## src/rtl/mdu_if.sv

```systemverilog
// mdu_if: request/result bundle between the EX stage and the HI/LO sequencer.
// The master side drives the request and flush; the slave side returns stall, busy and the HI/LO write.
interface mdu_if;
    logic        start;
    logic [1:0]  op;
    logic [31:0] a;
    logic [31:0] b;
    logic        flush;
    logic        stall;
    logic        busy;
    logic        hilo_we;
    logic [31:0] hi_out;
    logic [31:0] lo_out;
    logic        div_zero;

    modport master (
        output start, op, a, b, flush,
        input  stall, busy, hilo_we, hi_out, lo_out, div_zero
    );

    modport slave (
        input  start, op, a, b, flush,
        output stall, busy, hilo_we, hi_out, lo_out, div_zero
    );
endinterface

```

## src/rtl/mdu_ctrl.sv

```systemverilog
// mdu_ctrl: multi-cycle MULT/MULTU/DIV/DIVU sequencer issuing one HI/LO write per operation.
// Define MDU_DIV_EN to build the restoring divider; without it DIV/DIVU report a reserved instruction.
module mdu_ctrl #(
    parameter int MUL_LAT = 1
) (
    input logic   clk,
    input logic   rst,
    mdu_if.slave  mdu
);

    typedef enum logic [2:0] {
        IDLE = 3'd0,
        MUL  = 3'd1,
        DIV  = 3'd2,
        FIX  = 3'd3,
        DONE = 3'd4
    } state_t;

    state_t      state_r;
    state_t      next_s;
    logic [4:0]  cnt_r;
    logic [31:0] ma_r;
    logic [31:0] mb_r;
    logic        msgn_r;
    logic [31:0] hi_r;
    logic [31:0] lo_r;
    logic        dz_r;
    logic        we_en_r;
    logic        stall_s;
    logic        busy_s;
    logic        hilo_we_s;
    logic        div_zero_s;
    logic [63:0] ext_a_s;
    logic [63:0] ext_b_s;
    logic [63:0] product_s;
    logic [63:0] mul_res_s;

    // Sign-extending both operands lets one 64-bit multiply serve MULT and MULTU.
    assign ext_a_s   = {{32{msgn_r & ma_r[31]}}, ma_r};
    assign ext_b_s   = {{32{msgn_r & mb_r[31]}}, mb_r};
    assign product_s = ext_a_s * ext_b_s;

    generate
        if (MUL_LAT == 1) begin : g_lat1
            assign mul_res_s = product_s;
        end else begin : g_pipe
            logic [63:0] pipe_r [0:MUL_LAT-2];
            // Product stages ahead of the HI/LO registers, which act as the last stage.
            always_ff @(posedge clk) begin
                if (rst) begin
                    for (int i = 0; i < MUL_LAT - 1; i++) begin
                        pipe_r[i] <= 64'd0;
                    end
                end else if (state_r == MUL) begin
                    pipe_r[0] <= product_s;
                    for (int i = 1; i < MUL_LAT - 1; i++) begin
                        pipe_r[i] <= pipe_r[i-1];
                    end
                end
            end
            assign mul_res_s = pipe_r[MUL_LAT-2];
        end
    endgenerate

`ifdef MDU_DIV_EN
    logic [31:0] dvs_r;
    logic [31:0] quo_r;
    logic [31:0] rem_r;
    logic        neg_q_r;
    logic        neg_r_r;
    logic [32:0] shl_s;
    logic        ge_s;
    logic [31:0] sub_s;

    function automatic logic [31:0] mag(input logic [31:0] v, input logic sgn);
        return (sgn && v[31]) ? (32'd0 - v) : v;
    endfunction

    // 33-bit partial remainder; the true difference is below the divisor, so 32 bits of it suffice.
    assign shl_s = {rem_r, quo_r[31]};
    assign ge_s  = (shl_s >= {1'b0, dvs_r});
    assign sub_s = shl_s[31:0] - dvs_r;

    // Restoring divider: magnitudes loaded on accept, one quotient bit per DIV cycle.
    always_ff @(posedge clk) begin
        if (rst) begin
            dvs_r   <= 32'd0;
            quo_r   <= 32'd0;
            rem_r   <= 32'd0;
            neg_q_r <= 1'b0;
            neg_r_r <= 1'b0;
        end else if ((state_r == IDLE) && mdu.start && !mdu.flush && mdu.op[1]) begin
            dvs_r   <= mag(mdu.b, ~mdu.op[0]);
            quo_r   <= mag(mdu.a, ~mdu.op[0]);
            rem_r   <= 32'd0;
            neg_q_r <= ~mdu.op[0] & (mdu.a[31] ^ mdu.b[31]);
            neg_r_r <= ~mdu.op[0] & mdu.a[31];
        end else if (state_r == DIV) begin
            rem_r <= ge_s ? sub_s : shl_s[31:0];
            quo_r <= {quo_r[30:0], ge_s};
        end
    end
`endif

    // State register.
    always_ff @(posedge clk) begin
        if (rst) begin
            state_r <= IDLE;
        end else begin
            state_r <= next_s;
        end
    end

    // Next-state selection; flush overrides every state.
    always_comb begin
        next_s = state_r;
        if (mdu.flush) begin
            next_s = IDLE;
        end else begin
            case (state_r)
                IDLE: begin
                    if (mdu.start) begin
                        if (!mdu.op[1]) begin
                            next_s = MUL;
`ifdef MDU_DIV_EN
                        end else if (mdu.b == 32'd0) begin
                            next_s = DONE;
                        end else begin
                            next_s = DIV;
                        end
`else
                        end else begin
                            next_s = DONE;
                        end
`endif
                    end else begin
                        next_s = IDLE;
                    end
                end
                MUL:     next_s = (cnt_r == 5'd0) ? DONE : MUL;
`ifdef MDU_DIV_EN
                DIV:     next_s = (cnt_r == 5'd31) ? FIX : DIV;
                FIX:     next_s = DONE;
`endif
                DONE:    next_s = IDLE;
                default: next_s = IDLE;
            endcase
        end
    end

    // Outputs decoded from state; flush suppresses the write strobe in the same cycle.
    always_comb begin
        stall_s    = 1'b0;
        hilo_we_s  = 1'b0;
        div_zero_s = 1'b0;
        busy_s     = (state_r != IDLE);
        case (state_r)
            IDLE:          stall_s = mdu.start & ~mdu.flush;
            MUL, DIV, FIX: stall_s = 1'b1;
            DONE: begin
                hilo_we_s  = we_en_r & ~mdu.flush;
                div_zero_s = dz_r & ~mdu.flush;
            end
            default:       stall_s = 1'b0;
        endcase
    end

    // Counter, latched multiply operands and the HI/LO result registers.
    always_ff @(posedge clk) begin
        if (rst) begin
            cnt_r   <= 5'd0;
            ma_r    <= 32'd0;
            mb_r    <= 32'd0;
            msgn_r  <= 1'b0;
            hi_r    <= 32'd0;
            lo_r    <= 32'd0;
            dz_r    <= 1'b0;
            we_en_r <= 1'b0;
        end else if (mdu.flush) begin
            cnt_r <= 5'd0;
        end else begin
            case (state_r)
                IDLE: begin
                    if (mdu.start) begin
                        if (!mdu.op[1]) begin
                            ma_r    <= mdu.a;
                            mb_r    <= mdu.b;
                            msgn_r  <= ~mdu.op[0];
                            cnt_r   <= 5'(MUL_LAT - 1);
                            dz_r    <= 1'b0;
                            we_en_r <= 1'b1;
                        end else begin
                            cnt_r <= 5'd0;
`ifdef MDU_DIV_EN
                            we_en_r <= 1'b1;
                            dz_r    <= (mdu.b == 32'd0);
                            if (mdu.b == 32'd0) begin
                                hi_r <= mdu.a;
                                lo_r <= 32'hFFFF_FFFF;
                            end
`else
                            // Reserved instruction: flag it, leave HI/LO untouched.
                            we_en_r <= 1'b0;
                            dz_r    <= 1'b1;
`endif
                        end
                    end
                end
                MUL: begin
                    if (cnt_r == 5'd0) begin
                        {hi_r, lo_r} <= mul_res_s;
                    end else begin
                        cnt_r <= cnt_r - 5'd1;
                    end
                end
`ifdef MDU_DIV_EN
                DIV: cnt_r <= cnt_r + 5'd1;
                FIX: begin
                    lo_r <= neg_q_r ? (32'd0 - quo_r) : quo_r;
                    hi_r <= neg_r_r ? (32'd0 - rem_r) : rem_r;
                end
`endif
                default: cnt_r <= 5'd0;
            endcase
        end
    end

    assign mdu.stall    = stall_s;
    assign mdu.busy     = busy_s;
    assign mdu.hilo_we  = hilo_we_s;
    assign mdu.div_zero = div_zero_s;
    assign mdu.hi_out   = hi_r;
    assign mdu.lo_out   = lo_r;

endmodule

```

## src/flat_wrapper.sv

```systemverilog
// flat-port wrapper written by rule: the top's interface ports become plain ports
module mdu_ctrl_flat 
#(
    parameter int MUL_LAT = 1
)
  (clk, rst, mdu_start, mdu_op, mdu_a, mdu_b, mdu_flush, mdu_stall, mdu_busy, mdu_hilo_we, mdu_hi_out, mdu_lo_out, mdu_div_zero);
  mdu_if mdu_i ();
  input logic clk;
  input logic rst;
  input wire logic [$bits(mdu_i.start)-1:0] mdu_start;
  input wire logic [$bits(mdu_i.op)-1:0] mdu_op;
  input wire logic [$bits(mdu_i.a)-1:0] mdu_a;
  input wire logic [$bits(mdu_i.b)-1:0] mdu_b;
  input wire logic [$bits(mdu_i.flush)-1:0] mdu_flush;
  output wire logic [$bits(mdu_i.stall)-1:0] mdu_stall;
  output wire logic [$bits(mdu_i.busy)-1:0] mdu_busy;
  output wire logic [$bits(mdu_i.hilo_we)-1:0] mdu_hilo_we;
  output wire logic [$bits(mdu_i.hi_out)-1:0] mdu_hi_out;
  output wire logic [$bits(mdu_i.lo_out)-1:0] mdu_lo_out;
  output wire logic [$bits(mdu_i.div_zero)-1:0] mdu_div_zero;
  assign mdu_i.start = mdu_start;
  assign mdu_i.op = mdu_op;
  assign mdu_i.a = mdu_a;
  assign mdu_i.b = mdu_b;
  assign mdu_i.flush = mdu_flush;
  assign mdu_stall = mdu_i.stall;
  assign mdu_busy = mdu_i.busy;
  assign mdu_hilo_we = mdu_i.hilo_we;
  assign mdu_hi_out = mdu_i.hi_out;
  assign mdu_lo_out = mdu_i.lo_out;
  assign mdu_div_zero = mdu_i.div_zero;
  mdu_ctrl #(.MUL_LAT(MUL_LAT)) u_core (.clk(clk), .rst(rst), .mdu(mdu_i));
endmodule
```

## config.mk

```make
export PLATFORM = sky130hd
export DESIGN_NAME = mdu_ctrl_flat
export DESIGN_NICKNAME = d
export VERILOG_FILES = /design/src/rtl/mdu_if.sv /design/src/rtl/mdu_ctrl.sv /design/src/flat_wrapper.sv
export SDC_FILE = /design/constraint.sdc
export NUM_CORES = 2
export LEC_CHECK = 0
export ABC_AREA = 1
export BUFFER_PORTS_ARGS = -buffer_cell sky130_fd_sc_hd__buf_2
export CORE_MARGIN = 4
export CORE_UTILIZATION = 35
export CTS_BUF_LIST = sky130_fd_sc_hd__clkbuf_4 sky130_fd_sc_hd__clkbuf_8
export CTS_CLUSTER_DIAMETER = 60
export DETAILED_ROUTE_END_ITERATION = 10
export PLACE_DENSITY = 0.57
export SETUP_SLACK_MARGIN = 0.05
export SLEW_MARGIN = 20
export SYNTH_ARGS = -nofsm -noshare
export SYNTH_HDL_FRONTEND = slang
export SYNTH_SLANG_ARGS = --single-unit
```

## constraint.sdc

```tcl
create_clock -name clk -period 18.7 [get_ports clk]
set_clock_uncertainty 0.1 [all_clocks]
set_input_delay 3.74 -clock clk [delete_from_list [all_inputs] [get_ports clk]]
set_output_delay 3.74 -clock clk [all_outputs]
set_load 0.02 [all_outputs]
```

== Yosys cells after proc, flatten, opt, wreduce, memory -nomap -nowiden ==
Index checks and enable logic that the tools add are counted.

* Bits in registers: 139
* Output and inout port bits: 68
* Logic and storage cells: 46

* $add $sub $neg: 1
* $mul: 1
* Equal/unequal tests: 6
* Mux-type cells: 12
* Bitwise logic cells: 8
* Reductions and logical operators: 9

{| class="wikitable"
|+ Operators with widths
! operator !! count
|-
| 33-bit by 33-bit multiplier with 64-bit output || 1
|-
| 5-bit 2-to-1 mux || 2
|-
| 5-bit one-hot mux with 2 select lines || 1
|-
| 3-bit 2-to-1 mux || 3
|-
| 3-bit by 2-bit equality test with 1-bit output (second input constant) || 2
|-
| 3-bit one-hot mux with 2 select lines || 1
|-
| 3-bit AND reduction || 2
|-
| 1-bit bitwise AND || 5
|-
| 5-bit zero test || 1
|-
| 5-bit by 1-bit subtractor with 5-bit output (second input constant) || 1
|-
| 1-bit 2-to-1 mux || 4
|-
| 2-bit inequality test (second input constant) || 2
|-
| 4-bit AND reduction || 1
|-
| 3-bit by 1-bit equality test with 1-bit output (second input constant) || 1
|-
| 3-bit equality test (second input constant) || 1
|-
| 3-bit zero test || 1
|-
| 1-bit NOT || 3
|-
| 3-bit nonzero test || 1
|-
| 3-bit OR reduction || 1
|-
| 1-bit one-hot mux with 2 select lines || 1
|-
| 2-bit AND reduction || 1
|-
| 2-bit OR reduction || 1
|}

== Logic depth before layout (Yosys ltp) ==
* Depth in word-level cells: 3
* Mapped depth: 35
* Depth with buffers taken out: 33

== Worst setup path after synthesis ==
OpenSTA, ideal clock, no wires.

* Kind: input port to output port
* Start: input mdu_start
* End: output mdu_stall
* Arrival time: 4.207 ns
* Data required time: 14.860 ns
* Slack: 10.653 ns
* Cell stages on the path: 4
* Cells stage by stage: inv_1 -> nor3_1 -> inv_1 -> nand2_1

* Cells in the longest elaborated chain, start to end: 2

{| class="wikitable"
|+ RTL lines
! item !! line !! text
|-
| from (decl) || flat_wrapper.sv:10 || <nowiki>input wire logic [$bits(mdu_i.start)-1:0] mdu_start;</nowiki>
|-
| 1-bit bitwise AND || mdu_ctrl.sv:158 || <nowiki>IDLE: stall_s = mdu.start & ~mdu.flush;</nowiki>
|-
| 1-bit one-hot mux with 2 select lines || mdu_ctrl.sv:157 || <nowiki>case (state_r)</nowiki>
|-
| to (decl) || flat_wrapper.sv:15 || <nowiki>output wire logic [$bits(mdu_i.stall)-1:0] mdu_stall;</nowiki>
|}

Every way passes these cells.

== Worst setup path after layout ==
* Start: register u_core.msgn_r
* End: register u_core.hi_r[19] (netlist: u_core.mdu.hi_out[19])

* Cells in the longest elaborated chain, start to end: 2
* Elaborated cells on any way between the ends: 3

{| class="wikitable"
|+ RTL lines
! item !! line !! text
|-
| from (decl) || mdu_ctrl.sv:24 || <nowiki>logic msgn_r;</nowiki>
|-
| from (signal assigned) || mdu_ctrl.sv:188 || <nowiki>msgn_r <= ~mdu.op[0];</nowiki>
|-
| 1-bit bitwise AND, on equally long branches || mdu_ctrl.sv:39, mdu_ctrl.sv:40 ||
|-
| 33-bit by 33-bit multiplier with 64-bit output (*) || mdu_ctrl.sv:41 || <nowiki>assign product_s = ext_a_s * ext_b_s;</nowiki>
|-
| to (signal assigned) || mdu_ctrl.sv:211 || <nowiki>{hi_r, lo_r} <= mul_res_s;</nowiki>
|-
| to (decl) || mdu_ctrl.sv:25 || <nowiki>logic [31:0] hi_r;</nowiki>
|}

Every way passes the cells marked *; elsewhere a longest branch is shown, timed or not.
A chain may end at the register's enable or synchronous reset.

==> qor.yml <==
preCtsSetupSlack_ps: 9870
crit_slowest_cell: "fa_1"
synth_fp_nets: 7184
power.total_mw: 1.15
synth_edf_count: 0
powerDensity_nw_per_um2: 24.1
tightest_slew_ps: 1140
criticalPathCategory: "reg2reg"
cp_max_fo: 15
htree_levels: 4
overflow: 0
cts_buffer_depth: 2
fmax_mhz: 115
die_h_um: 367
timing.final.crit_period_ps: 8710
setup_viol: 0
via_per_inst: 4.75
hold_violations: 0
combPwrFrac: 0.466
ys_ff_latch: 138
rsz0062_at_grt: "no"
initial_utilization: 0.353
worstSkewPairLatency_ps: 560
crit_path_frequent_cell: "fa_1"
yosysTopAreaCell: "fa_1"
power_switching_mw: 0.549
yosysSeqAreaShare: 0.0613
dieArea_um2: 135000
ios: 138
tns_ps: 0
port_buffers: 137
antenna_found_initial: 3
irDropWorstVdd_mv: 0.0382
hold_ws_ps: 355
tritoncts: "built"
place.gp.congestion: 0.981
ys.flop_type: "dfxtp_1"
synth_cell_types: 40
setup_ws_ps: 9990
final_antenna_net_count: 0
path_clk_slew_ps: 100
post_cts_resized: 0
syn_avg_cell_area_um2: 7.80
finalCritPeriodShare: 0.466
switching_share: 0.479
holdBufCountCts: 0
drt-total-wl_mm: 139
core_area_um2: 128000
p_seq_frac: 0.285
layout_commonest_cell: "inv_1"
syn_inst: 5776
syn_area_um2: 45100
end_kind: "flop"
post_drt_wl_per_cell_um: 18.9
cts_buffers: 17
clock-sinks: 138
post_cts_buffers: 0
required_ps: 19050
synth_top_area_share: 0.500
drt_first_iter_violations: 2755
yosysWarnings: 0
dp_hpwl_mm: 115
startpoint_type: "flop"
grt_max_degree: 98
root_buffer: "clkbuf_8"
drc: 0
async_reset_ff_frac: 0
vias: 34979
power.leakage_nw: 26.6
drv_cap: 0
slowest_delay_ps: 1090
grtUsageTotal: 0.214
fin_nets: 7097
synthToLayoutAreaGrowth_pct: 5.44
relSlewSlack: 0.239
num_rows: 131
yosys-top-cells-area: "fa_1 50%, inv_1 14%, nand2_1 12%"
pwr-share-clk: 0.248
drt-pass1-iter-count: 6
outcome: "complete, no violations"
p_int_mw: 0.598
hold_class: "reg2reg"
grt_pass1_vias: 37654
die_w_um: 367
drive_gt1_frac: 0.0491
grt_pass1_wl_mm: 222
arrival_ps: 9070
slew_viol_final: 0
final_cell_mix: "1711 x inv_1, 1429 x nand2_1, 1125 x fa_1, 369 x nor2_1, 213 x ha_1"
==> path summary, 6_finish.rpt <==
path	startpoint	end	slack, ps	depth (start not counted)
max reg2reg	u_core.msgn_r	u_core.mdu.hi_out[19]	9990	26
min	u_core.cnt_r[4]	u_core.cnt_r[4]	350	2
min reg2reg	u_core.cnt_r[4]	u_core.cnt_r[4]	350	2
max	u_core.msgn_r	u_core.mdu.hi_out[19]	9990	26
==> critical path: cells and delay by family, from the launching register on <==
kind	cells	cell delay, ps
and+or+nand+nor	11	2040
buffers and inverters	6	860
DFF	1	420
adders and majority gates	9	5180
==> synth_stat cells, drive strengths merged, types with 5 or more instances <==
master and instances:
inv 1716, nand2 1435, fa 1125, nor2 379
clkbuf 285, ha 213, o21ai 162, dfxtp 138
a21oi 127, nand3 89, xor2 25, buf 17
nand4 13, o21bai 13, nor3 12, nand3b 8
xnor2 5
==> power by group through the flow <==
stage / Combinational [mW] / Clock [mW] / Sequential [mW]
2_1_floorplan: 0.324 / 0 / 0.318
3_3_place_gp: 0.533 / 0 / 0.333
3_5_place_dp: 0.532 / 0 / 0.333
4_1_cts: 0.539 / 0.294 / 0.327
5_1_grt: 0.590 / 0.305 / 0.329
6_report: 0.535 / 0.285 / 0.327
==> kinds of logic after synthesis <==
kind of cell	share of synthesized area
xor+xnor	0.00583
buf+inv	0.169
fa+ha+maj	0.559
compound gates	0.0363
simple gates	0.168
flops	0.0613
==> cell type report <==
class | instances | area (µm²)
timing repair buffer | 196 | 1130
tap | 1662 | 2080
fill | 13363 | 80200
clock buffer | 19 | 255
multi-input combinational | 3619 | 34700
inverter | 1717 | 6450
sequential | 138 | 2780
clock inverter | 13 | 154
antenna | 2 | 5.00
==> per-stage QoR <==
stage | cell area [µm²] | util | instances
global placement | 47100 | 0.369 | 7332
CTS | 47500 | 0.372 | 7364
global route | 47500 | 0.372 | 7365
floorplan | 45100 | - | 5776
detailed placement | 47100 | 0.369 | 7332
finish | 47500 | 0.372 | 7366
==> sequential cells by signal, indices dropped and copies added, names as in the netlist <==
| signal | flops |
|---|---|
| u_core.msgn_r | 1 |
| u_core.dz_r | 1 |
| u_core.state_r | 2 |
| u_core.mdu.lo_out | 32 |
| u_core.we_en_r | 1 |
| u_core.mdu.hi_out | 32 |
| u_core.ma_r | 32 |
| u_core.cnt_r | 5 |
| u_core.mb_r | 32 |
==> per-layer routing <==
metal	up-vias	global-route usage	wire length (µm)
met4	0	0.0603	4220
met2	968	0.367	67800
met5	-	0	0
met3	179	0.0290	7990
li1	15853	-	-
met1	17979	0.283	59000
Note: power is estimated with default switching activity, not from simulation.
